<file path="src/rtl/mem_stage_pkg.sv">
// mem_stage_pkg
//   Shared definitions for the MEM stage load/store unit:
//   - bit positions inside the 5-bit mem_op field {load, store, unsigned, size[1:0]}
//   - access size encodings
//   - the access FSM state type
//   - the alignment rule, shared by the stage control and the lane logic
package mem_stage_pkg;

  localparam int OP_LOAD  = 4;
  localparam int OP_STORE = 3;
  localparam int OP_UNS   = 2;

  localparam logic [1:0] SZ_B = 2'd0;
  localparam logic [1:0] SZ_H = 2'd1;
  localparam logic [1:0] SZ_W = 2'd2;

  typedef enum logic [1:0] {
    S_IDLE = 2'd0,
    S_REQ  = 2'd1,
    S_WAIT = 2'd2,
    S_DONE = 2'd3
  } lsu_state_t;

  // Halfwords need an even address and words a 4-byte aligned one.
  // Size encoding 3 is unused by decode and is treated like a word.
  function automatic logic isMisaligned(input logic [1:0] addrOff, input logic [1:0] size);
    logic bad;
    case (size)
      SZ_B:    bad = 1'b0;
      SZ_H:    bad = addrOff[0];
      default: bad = (addrOff != 2'b00);
    endcase
    return bad;
  endfunction

endpackage

</file>
<file path="src/rtl/mem_lsu_align.sv">
// mem_lsu_align
//   Purely combinational byte-lane logic for data-memory accesses.
//   Ports:
//     i_addrOff  [1:0]  low two bits of the byte address
//     i_size     [1:0]  access size (SZ_B / SZ_H / SZ_W)
//     i_unsigned        zero-extend loads instead of sign-extending
//     i_sdata    [31:0] store data (register value)
//     i_rdata    [31:0] raw read data from the bus
//     o_ale             access is misaligned
//     o_wstrb    [3:0]  byte strobes for a store
//     o_wdata    [31:0] store data replicated into every lane
//     o_ldata    [31:0] extracted and extended load value
module mem_lsu_align
  import mem_stage_pkg::*;
(
  input  logic [1:0]  i_addrOff,
  input  logic [1:0]  i_size,
  input  logic        i_unsigned,
  input  logic [31:0] i_sdata,
  input  logic [31:0] i_rdata,
  output logic        o_ale,
  output logic [3:0]  o_wstrb,
  output logic [31:0] o_wdata,
  output logic [31:0] o_ldata
);

  logic [7:0]  w_byte;
  logic [15:0] w_half;

  // Lane selection for both directions. Store data is replicated so the
  // strobes alone pick the lane; load data is shifted down from the lane
  // the address points at and then extended to 32 bits.
  always_comb begin
    o_ale   = isMisaligned(i_addrOff, i_size);
    w_byte  = i_rdata[{i_addrOff, 3'b000} +: 8];
    w_half  = i_rdata[{i_addrOff[1], 4'b0000} +: 16];
    o_wstrb = 4'b1111;
    o_wdata = i_sdata;
    o_ldata = i_rdata;
    case (i_size)
      SZ_B: begin
        o_wstrb = 4'b0001 << i_addrOff;
        o_wdata = {4{i_sdata[7:0]}};
        o_ldata = {{24{~i_unsigned & w_byte[7]}}, w_byte};
      end
      SZ_H: begin
        o_wstrb = 4'b0011 << i_addrOff;
        o_wdata = {2{i_sdata[15:0]}};
        o_ldata = {{16{~i_unsigned & w_half[15]}}, w_half};
      end
      default: begin
        o_wstrb = 4'b1111;
        o_wdata = i_sdata;
        o_ldata = i_rdata;
      end
    endcase
  end

endmodule

</file>
<file path="src/rtl/mem_stage_lsu.sv">
// mem_stage_lsu
//   MEM pipeline stage that owns the data-memory access. Issues requests on a
//   req/addr_ok/data_ok bus, stalls while an access is outstanding, buffers
//   load data when WB is not ready, and flags misaligned loads/stores.
//   Ports:
//     clk, reset                       clock, async active-high reset
//     exe_to_mem_valid / mem_allowin   EXE->MEM handshake
//     exe_rf_all, exe_pc, exe_result,  instruction fields from EXE
//     exe_mem_op, exe_rkd_value
//     wb_allowin / mem_to_wb_valid     MEM->WB handshake
//     mem_rf_all, mem_pc               result towards WB (also forwarding source)
//     mem_ale, mem_badv                misaligned-access exception info
//     data_*                           data bus request/response
module mem_stage_lsu
  import mem_stage_pkg::*;
#(
  parameter int ADDR_W    = 32,
  parameter int RF_ADDR_W = 5
) (
  input  logic                   clk,
  input  logic                   reset,
  input  logic                   exe_to_mem_valid,
  output logic                   mem_allowin,
  input  logic [RF_ADDR_W:0]     exe_rf_all,
  input  logic [31:0]            exe_pc,
  input  logic [31:0]            exe_result,
  input  logic [4:0]             exe_mem_op,
  input  logic [31:0]            exe_rkd_value,
  input  logic                   wb_allowin,
  output logic                   mem_to_wb_valid,
  output logic [RF_ADDR_W+32:0]  mem_rf_all,
  output logic [31:0]            mem_pc,
  output logic                   mem_ale,
  output logic [31:0]            mem_badv,
  output logic                   data_req,
  output logic                   data_wr,
  output logic [3:0]             data_wstrb,
  output logic [ADDR_W-1:0]      data_addr,
  output logic [31:0]            data_wdata,
  input  logic                   data_addr_ok,
  input  logic [31:0]            data_rdata,
  input  logic                   data_data_ok
);

  logic                 r_valid;
  logic [31:0]          r_pc;
  logic [31:0]          r_result;
  logic [31:0]          r_rkd;
  logic [RF_ADDR_W:0]   r_rfAll;
  logic [4:0]           r_memOp;
  logic [31:0]          r_buf;
  lsu_state_t           r_state;

  logic                 w_isMem;
  logic                 w_ale;
  logic                 w_readyGo;
  logic                 w_latch;
  logic                 w_newReq;
  logic [3:0]           w_wstrb;
  logic [31:0]          w_wdata;
  logic [31:0]          w_ldata;
  logic [31:0]          w_rfWdata;

  mem_lsu_align u_align (
    .i_addrOff  (r_result[1:0]),
    .i_size     (r_memOp[1:0]),
    .i_unsigned (r_memOp[OP_UNS]),
    .i_sdata    (r_rkd),
    .i_rdata    (data_rdata),
    .o_ale      (w_ale),
    .o_wstrb    (w_wstrb),
    .o_wdata    (w_wdata),
    .o_ldata    (w_ldata)
  );

  assign w_isMem = r_memOp[OP_LOAD] | r_memOp[OP_STORE];
  assign w_latch = exe_to_mem_valid & mem_allowin;

  // Decide at latch time whether the incoming instruction needs a bus access,
  // so the request goes out in the very first cycle it sits in MEM.
  assign w_newReq = (exe_mem_op[OP_LOAD] | exe_mem_op[OP_STORE])
                  & ~isMisaligned(exe_result[1:0], exe_mem_op[1:0]);

  // A memory instruction may leave once its response arrives (or was
  // buffered); misaligned ones never touch the bus and leave at once.
  assign w_readyGo = ~w_isMem | w_ale
                   | ((r_state == S_WAIT) & data_data_ok)
                   | (r_state == S_DONE);

  assign mem_allowin     = ~r_valid | (w_readyGo & wb_allowin);
  assign mem_to_wb_valid = r_valid & w_readyGo;

  assign mem_ale  = r_valid & w_isMem & w_ale;
  assign mem_badv = mem_ale ? r_result : 32'd0;
  assign mem_pc   = r_pc;

  // Once the response has been parked the bus data may change, so DONE
  // always returns the buffered value.
  assign w_rfWdata  = r_memOp[OP_LOAD] ? ((r_state == S_DONE) ? r_buf : w_ldata) : r_result;
  assign mem_rf_all = {r_rfAll[RF_ADDR_W] & ~(w_isMem & w_ale), r_rfAll[RF_ADDR_W-1:0], w_rfWdata};

  assign data_req   = (r_state == S_REQ);
  assign data_wr    = r_memOp[OP_STORE];
  assign data_wstrb = w_wstrb & {4{r_memOp[OP_STORE]}};
  assign data_wdata = w_wdata;

  generate
    if (ADDR_W > 32) begin : g_addrExt
      assign data_addr = {{(ADDR_W-32){1'b0}}, r_result};
    end else begin : g_addrTrunc
      assign data_addr = r_result[ADDR_W-1:0];
    end
  endgenerate

  // Pipeline register: instruction fields are captured only on a real
  // handshake, while the valid bit follows EXE whenever MEM can accept.
  always_ff @(posedge clk or posedge reset) begin
    if (reset) begin
      r_valid  <= 1'b0;
      r_pc     <= 32'd0;
      r_result <= 32'd0;
      r_rkd    <= 32'd0;
      r_rfAll  <= '0;
      r_memOp  <= 5'd0;
    end else begin
      if (mem_allowin) begin
        r_valid <= exe_to_mem_valid;
      end
      if (w_latch) begin
        r_pc     <= exe_pc;
        r_result <= exe_result;
        r_rkd    <= exe_rkd_value;
        r_rfAll  <= exe_rf_all;
        r_memOp  <= exe_mem_op;
      end
    end
  end

  // Access FSM. A new instruction can only be latched when the previous one
  // is leaving, so the latch case takes priority and gives back-to-back
  // requests with no bubble. Responses outside WAIT are simply ignored.
  always_ff @(posedge clk or posedge reset) begin
    if (reset) begin
      r_state <= S_IDLE;
      r_buf   <= 32'd0;
    end else if (w_latch) begin
      r_state <= w_newReq ? S_REQ : S_IDLE;
    end else begin
      case (r_state)
        S_REQ: begin
          if (data_addr_ok) r_state <= S_WAIT;
        end
        S_WAIT: begin
          if (data_data_ok) begin
            if (wb_allowin) begin
              r_state <= S_IDLE;
            end else begin
              r_state <= S_DONE;
              r_buf   <= w_ldata;
            end
          end
        end
        S_DONE: begin
          if (wb_allowin) r_state <= S_IDLE;
        end
        default: r_state <= S_IDLE;
      endcase
    end
  end

endmodule

</file>
<file path="config.mk">
export PLATFORM = sky130hd
export DESIGN_NAME = mem_stage_lsu
export DESIGN_NICKNAME = d
export VERILOG_FILES = /design/src/rtl/mem_stage_pkg.sv /design/src/rtl/mem_lsu_align.sv /design/src/rtl/mem_stage_lsu.sv
export SDC_FILE = /design/constraint.sdc
export NUM_CORES = 1
export LEC_CHECK = 0
export CORE_MARGIN = 1.5
export CORE_UTILIZATION = 41
export CTS_BUF_LIST = sky130_fd_sc_hd__clkbuf_2 sky130_fd_sc_hd__clkbuf_4 sky130_fd_sc_hd__clkbuf_8
export CTS_CLUSTER_SIZE = 14
export DETAILED_ROUTE_END_ITERATION = 6
export PLACE_DENSITY = 0.87
export SYNTH_ARGS = -nofsm -noshare
export SYNTH_HDL_FRONTEND = slang
export SYNTH_HIERARCHICAL = 1
export SYNTH_SLANG_ARGS = --single-unit
</file>
<file path="constraint.sdc">
create_clock -name clk -period 4.45 [get_ports clk]
set_input_delay 0.445 -clock clk [delete_from_list [all_inputs] [get_ports clk]]
set_output_delay 0.445 -clock clk [all_outputs]
set_load 0.05 [all_outputs]
</file>
# Word-level counts from Yosys, hierarchy flattened
# Cells that the tools add are included.
# op_classes
eq_ne	8
bitwise	25
n_shift	4
reduce_logical	6
n_mux	15
# op_table
operator	count
32-bit case mux with 2 select lines	2
32-bit two-way mux	3
32-bit by 6-bit variable part select with 16-bit output	1
32-bit by 6-bit variable part select with 8-bit output	1
1-bit AND	11
2-bit two-way mux	5
4-bit case mux with 2 select lines	1
1-bit NOT	7
2-bit by 1-bit == test with 1-bit output (second input constant)	3
3-bit inequality test (second input constant)	2
1-bit OR	6
2-bit case mux with 3 select lines	1
4-bit AND	1
2-bit == test (second input constant)	2
2-bit logical NOT	2
1-bit case mux with 2 select lines	2
4-bit AND reduction	1
2-bit nonzero test	2
1-bit by 2-bit << shifter with 4-bit output (first input constant)	1
2-bit by 2-bit << shifter with 4-bit output (first input constant)	1
3-bit by 1-bit inequality test with 1-bit output (second input constant)	1
3-bit AND reduction	1
1-bit two-way mux	1
# totals
regBits	142
in_bits	145
out_inout_bits	175

# Logic depth before layout (Yosys ltp)
# Gate-level depths: netlist of the first run.
# logic_depth
depth_word	10
ltp_mapped	11

# By module
# Netlist of the first run, hierarchy kept.
# by_module_without_submodules
mod	cells_per_inst	seq_area_each_um2	instances	area_per_inst_um2
mem_stage_lsu	487	3553.4	1	6870.3
mem_lsu_align	149	0.0	1	1082.3

# Least setup slack after synthesis of the first run
# OpenSTA, ideal clock, no wires.
# synth_timing
path_type	register -> output
from	register r_result[1] (netlist: data_addr[1])
to	output port mem_allowin
path_buffers	2
arrival_ns	2.836
path_stages_with_launch	8
setup_slack_ns	1.169
cell_sequence	dfrtp_1 -> buf_2 -> buf_2 -> o21ai_0 -> nand2_1 -> nor2_1 -> and3_1 -> o21ai_0
# synth_between
elab_chain_cells	7
# synth_rtl
item	line	rtl
from (decl)	mem_stage_lsu.sv:47	logic [31:0] r_result;
from (signal assigned)	mem_stage_lsu.sv:131	r_result <= exe_result;
2-bit nonzero test	mem_stage_pkg.sv:31	default: bad = (addrOff != 2'b00);
1-bit case mux with 2 select lines	mem_stage_pkg.sv:28	case (size)
via w_ale	mem_stage_lsu.sv:55	logic w_ale;
1-bit OR	mem_stage_lsu.sv:86	assign w_readyGo = ~w_isMem | w_ale
1-bit OR	mem_stage_lsu.sv:87	| ((r_state == S_WAIT) & data_data_ok)
1-bit OR	mem_stage_lsu.sv:88	| (r_state == S_DONE);
1-bit AND	mem_stage_lsu.sv:90	assign mem_allowin = ~r_valid | (w_readyGo & wb_allowin);
1-bit OR	mem_stage_lsu.sv:90	
to (decl)	mem_stage_lsu.sv:23	output logic mem_allowin,
# The timed path passes the listed nets, and every way through them passes these cells.

# Final worst setup path of the first run
# layout_timing
from	input port data_rdata[31]
to	output port mem_rf_all[30]
# layout_between
elab_chain_cells	5
# layout_rtl
item	line	rtl
from (decl)	mem_stage_lsu.sv:41	input logic [31:0] data_rdata,
32-bit by 6-bit variable part select with 16-bit output or 32-bit by 6-bit variable part select with 8-bit output (tied branches)	mem_lsu_align.sv:36, mem_lsu_align.sv:35	
1-bit AND, on equally long branches	mem_lsu_align.sv:49, mem_lsu_align.sv:44	
32-bit case mux with 2 select lines (*)	mem_lsu_align.sv:40	case (i_size)
via w_ldata[30]	mem_stage_lsu.sv:61	logic [31:0] w_ldata;
32-bit two-way mux (*) (2 in series)	mem_stage_lsu.sv:99	assign w_rfWdata = r_memOp[OP_LOAD] ? ((r_state == S_DONE) ? r_buf : w_ldata) : r_result;
to (decl)	mem_stage_lsu.sv:31	output logic [RF_ADDR_W+32:0] mem_rf_all,
# Mark *: on every way through the listed nets, which the timed path passes. The rest lies on a longest branch.

==> results.json, run 1 <==
{
  "avgViaCountPerCell": 5.06,
  "fin_skew_ns": 0.0174,
  "seq_area_um2": 3560,
  "place_area_um2": 11100,
  "gp_congestion": 0.798,
  "grt_max_degree": 88,
  "layout_min_cycle_time_ns": 3.74,
  "area_growth_pct": 45.1,
  "start_util": 0.421,
  "first_pass_iters": 4,
  "rsz0062_at_grt": "false",
  "synth_top_area_share": 0.447,
  "cts_tree": "built",
  "synthArstFlopShare": 1.00,
  "synthFlopType": "dfrtp_1",
  "path_class": "primary input to output port",
  "cts_buffers": 17,
  "drtAntennaViolNets": 0,
  "max_freq_mhz": 267,
  "fin_crit_sh": 0.841,
  "final_layout_size_suffix_gt1_frac": 0.217,
  "synth_most_common_cell": "dfrtp_1",
  "netlist_instances": 636,
  "core_um2": 18900,
  "drv_slew": 0,
  "final_hold_viol_count": 0,
  "fill_cells": 1527,
  "cts_hold_buf": 0,
  "grt_pass1_vias": 6262,
  "clk_pin_slew_worst_paths_ns": 0.08,
  "setup_viol": 0,
  "dp_worst_setup_slack_ns": 0.727,
  "postSynthAreaPerCell_um2": 12.5,
  "die_h_um": 142,
  "clockBufferDepth": 2,
  "synth_area_leaders": "dfrtp_1 (45%), mux2_4 (17%), mux2_2 (8.2%)",
  "clkLatencyLatePin_ns": 0.44,
  "seq_area_frac_synth": 0.447,
  "synth_compound_area_frac": 0.0790,
  "yosysTopAreaCell": "dfrtp_1",
  "grt_usage": 0.226,
  "worst_pin_slew_ns": 0.894,
  "first_iter_violations": 259,
  "ys_warn_count": 6,
  "cp-start-kind": "primary input",
  "route.detailed.drc": 0,
  "synthSimpleGateAreaFrac": 0.0782,
  "synth_top_family_by_area": "multiplexers",
  "ioPinCount": 320,
  "holdWs_ns": 0.494,
  "diodes": 0,
  "multi_input_area_um2": 3910,
  "dp_hpwl_um": 16700,
  "synth-adder-area-share": 0.00472,
  "fin_setup_tns_ns": 0,
  "die_area_um2": 20200,
  "syn-cell-area_um2": 7950,
  "holdCritPathClass": "flop to flop",
  "cp_data_required_time_ns": 4.01,
  "yosys-mux-area-fraction": 0.329,
  "slew_headroom": 0.404,
  "synth_edf_count": 0,
  "ys_ff_latch": 142,
  "outcome": "finished clean",
  "fp-row-count": 50,
  "io_buffer_count": 319,
  "fp.dieW_um": 142,
  "cts_setup_buffers": 0,
  "wl_per_cell_um": 18.8,
  "stdcell_area_um2": 11500,
  "h-tree-depth": 4,
  "timing.final.ws_setup_ns": 0.708,
  "end_kind": "output port",
  "cp.arrival_ns": 3.30,
  "cts_resized": 0,
  "vias": 6104,
  "cts_root_buf": "clkbuf_8",
  "finalNetCount": 1081,
  "synth.distinct_cells": 40,
  "synth_nets": 784,
  "grt-ovfl-total": 0,
  "synth_common_cells": "dfrtp_1 (142), mux2_4 (90), mux2_2 (58)",
  "grt_pass1_wl_um": 34800,
  "drv_cap": 0,
  "cts.sinks": 142,
  "path_max_fanout": 16,
  "drt-total-wl_um": 22700,
  "antenna_found_initial": 0,
  "synth_xor_area_frac": 0
}
-- final cells by class --
class,instances,share of cell area
tap,260,0.0282
multi-input combinational,430,0.339
timing repair buffer,333,0.286
clock buffer,19,0.0221
sequential,142,0.308
clock inverter,13,0.0132
inverter,9,0.00336
-- through the flow --
step                      instances  utilization
after floorplan                 636            -
after global placement         1174        0.589
after detailed placement       1174        0.589
after CTS                      1206        0.611
after global routing           1206        0.611
final                          1206        0.611
-- placed cells by master, fill, tap and decap left out, types with 6 or more instances in the layout --
cell type / instances
a21o_1: 16
a21oi_1: 39
nand2_1: 26
dfrtp_1: 140
buf_4: 14
mux2_1: 8
inv_1: 8
mux2_4: 90
mux2_2: 58
clkdlybuf4s50_1: 319
mux2i_1: 48
o211ai_1: 9
nor2_1: 43
nor2b_1: 6
inv_6: 6
clkbuf_8: 18
and2_1: 36
o21ai_0: 15
-- critical path, cell delays in order --
cell and delay, ns:
clkdlybuf4s50_1 0.61, mux2_2 0.20, nand2_1 0.09, o31ai_4 0.66, a21o_1 0.17, mux2i_1 0.09
a21oi_1 0.19, clkdlybuf4s50_1 0.83
-- per-layer routing --
metal	wire length [um]	up-vias	track usage	part of all wire
met3	1780	23	0.0710	0.078
li1	-	2831	-	-
met1	9490	3006	0.281	0.42
met5	0	-	0	0
met4	297	0	0.0608	0.013
met2	11200	244	0.380	0.49
-- sequential cells by signal (all words and copies together) (netlist names) --
register / count
r_rfAll: 6
r_state: 2
data_addr: 32
mem_pc: 32
r_memOp: 5
r_buf: 32
r_rkd: 32
r_valid: 1
-- kinds of logic (layout without fill, tap and decap cells) --
family                     after synthesis  count (layout)
AOI/OAI and AO/OA                       96              96
adders and majority gates                3               3
buffers and inverters                   64             374
DFF                                    142             142
muxes                                  206             206
and+or+nand+nor                        125             125
-- final timing paths --
kind / start / to / slack, ns / cells after the start
setup / recovery: data_rdata[31] / mem_rf_all[30] / 0.71 / 8
hold / removal: r_rfAll[1] / r_rfAll[1] / 0.49 / 1
setup reg to reg: r_state[1] / r_state[0] / 1.45 / 6
hold reg to reg: r_rfAll[1] / r_rfAll[1] / 0.49 / 1
max in group asynchronous: reset / r_buf[16] / 2.96 / 3
min in group asynchronous: reset / mem_pc[20] / 0.54 / 2
Power of run 1 is left out: the tool's default activity adds up to more than one toggle a clock period on the data nets, which glitch-free logic cannot reach.
==> inputs of run 2 (changes only) <==
--- a/config.mk
+++ b/config.mk
@@ -6,11 +6,11 @@
 export NUM_CORES = 1
 export LEC_CHECK = 0
 export CORE_MARGIN = 1.5
-export CORE_UTILIZATION = 41
+export CORE_UTILIZATION = 45
 export CTS_BUF_LIST = sky130_fd_sc_hd__clkbuf_2 sky130_fd_sc_hd__clkbuf_4 sky130_fd_sc_hd__clkbuf_8
 export CTS_CLUSTER_SIZE = 14
 export DETAILED_ROUTE_END_ITERATION = 6
-export PLACE_DENSITY = 0.87
+export PLACE_DENSITY = 0.9
 export SYNTH_ARGS = -nofsm -noshare
 export SYNTH_HDL_FRONTEND = slang
 export SYNTH_HIERARCHICAL = 1
==> constraint.sdc (replaced) <==
create_clock -name clk -period 3.74 [get_ports clk]
set_input_delay 0.374 -clock clk [delete_from_list [all_inputs] [get_ports clk]]
set_output_delay 0.374 -clock clk [all_outputs]
set_load 0.05 [all_outputs]
==> results.json, run 2 (same netlist as run 1, synthesis figures left out) <==
{
  "drv_cap": 0,
  "final_hold_viol_count": 0,
  "antenna_found_initial": 2,
  "first_pass_iters": 4,
  "slowest_stage": "dfrtp_1",
  "grt_max_degree": 80,
  "outcome": "finished clean",
  "die_h_um": 136,
  "finalNetCount": 1084,
  "dp_worst_setup_slack_ns": 0.628,
  "ioPinCount": 320,
  "io_buffer_count": 319,
  "grt_usage": 0.256,
  "grt_use_met2": 0.429,
  "worst-path-stages": 6,
  "cts_buffers": 17,
  "timing.final.ws_setup_ns": 0.177,
  "startpoint": "data_addr[1]",
  "fp-row-count": 48,
  "cts_tree": "built",
  "grt-ovfl-total": 0,
  "path_max_fanout": 16,
  "final_layout_size_suffix_gt1_frac": 0.279,
  "first_iter_violations": 370,
  "r2r_cells": 6,
  "rr_startpoint": "data_addr[1]",
  "clockBufferDepth": 2,
  "path_cells": "mux4_2 -> nand3b_4 -> o211ai_1 -> mux2i_1 -> a21oi_1 -> clkdlybuf4s50_1",
  "layout_min_cycle_time_ns": 3.56,
  "cts.sinks": 142,
  "fill_cells": 1239,
  "clk_pin_slew_worst_paths_ns": 0.09,
  "cp-start-kind": "flop",
  "path_class": "flop to output port",
  "layout_common_cells": "clkdlybuf4s50_1 (262), dfrtp_1 (140), mux2_4 (90), mux2_2 (58), mux2i_1 (48)",
  "grt_pass1_wl_um": 35700,
  "drtAntennaViolNets": 0,
  "worst_pin_slew_ns": 0.637,
  "holdCritPathClass": "primary input to asynchronous set/reset pin",
  "wl_per_cell_um": 19.8,
  "gp_congestion": 0.868,
  "final_common_cell": "clkdlybuf4s50_1",
  "vias": 6069,
  "end_kind": "output port",
  "rsz0062_at_grt": "false",
  "worst-r2r-setup-slack_ns": 1.18,
  "path_buf_inv": 1,
  "crit_family": "multiplexers",
  "cp_data_required_time_ns": 3.37,
  "cts_setup_buffers": 0,
  "route.detailed.drc": 0,
  "avgViaCountPerCell": 5.16,
  "slew_headroom": 0.575,
  "setup.worst_path.end": "mem_rf_all[11]",
  "max_freq_mhz": 281,
  "fin_skew_ns": 0.0130,
  "start_util": 0.460,
  "worstReg2RegEnd": "r_memOp[1]",
  "core_um2": 17300,
  "die_area_um2": 18500,
  "dp_hpwl_um": 17600,
  "place_area_um2": 11500,
  "fin_crit_sh": 0.953,
  "multi_input_area_um2": 3910,
  "cts_resized": 0,
  "fin_setup_tns_ns": 0,
  "slowest_delay_ns": 0.74,
  "groute.layer.met3.usage": 0.0794,
  "cp.arrival_ns": 3.19,
  "h-tree-depth": 4,
  "stdcell_area_um2": 11900,
  "area_growth_pct": 49.7,
  "holdWs_ns": 0.320,
  "drt-total-wl_um": 23300,
  "fp.dieW_um": 136,
  "grt_pass1_vias": 6349,
  "seq_area_um2": 3560,
  "cts_root_buf": "clkbuf_8",
  "grtUsageMet1": 0.315,
  "setup_viol": 0,
  "busiest_layer": "met2",
  "drv_slew": 0,
  "cts_hold_buf": 0,
  "clkLatencyLatePin_ns": 0.46
}
run 2: cell types whose count changed in the layout (fill, tap and decap cells not counted), sizes merged:
cell / before / now
clkdlybuf4s50: 319 / 262
inv: 14 / 16
bufinv: 2 / 3
clkinvlp: 3 / 2
diode: 0 / 2
clkbuf: 19 / 17
buf: 14 / 74
run 2: area by class of cell:
| type | instances | share of cell area |
|---|---|---|
| antenna | 2 | 0.000420 |
| clock buffer | 17 | 0.0197 |
| clock inverter | 15 | 0.0168 |
| inverter | 9 | 0.00315 |
| multi-input combinational | 430 | 0.328 |
| sequential | 142 | 0.299 |
| tap | 225 | 0.0237 |
| timing repair buffer | 336 | 0.309 |
run 2: worst min-delay path by stage:
stage / to / slack (ns) / cells past startpoint
2_1_floorplan: r_rfAll[0] / 0.46 / 1
3_3_place_gp: r_rfAll[0] / 0.47 / 1
3_5_place_dp: r_rfAll[1] / 0.47 / 1
4_1_cts: r_rkd[16] / 0.29 / 2
5_1_grt: r_rkd[16] / 0.32 / 2
6_report: mem_pc[4] / 0.32 / 2
run 2: metal layers:
layer / wire [um] / vias to the layer above
met3: 1770 / 31
met4: 518 / 0
met2: 11400 / 240
met1: 9590 / 2960
met5: 0 / -
li1: - / 2838
run 2: through the flow:
stage / std cells / utilization
floorplan: 636 / -
global placement: 1142 / 0.663
detailed placement: 1142 / 0.663
CTS: 1174 / 0.688
global route: 1176 / 0.688
finish: 1176 / 0.688
Power of run 2 is left out for the same reason.
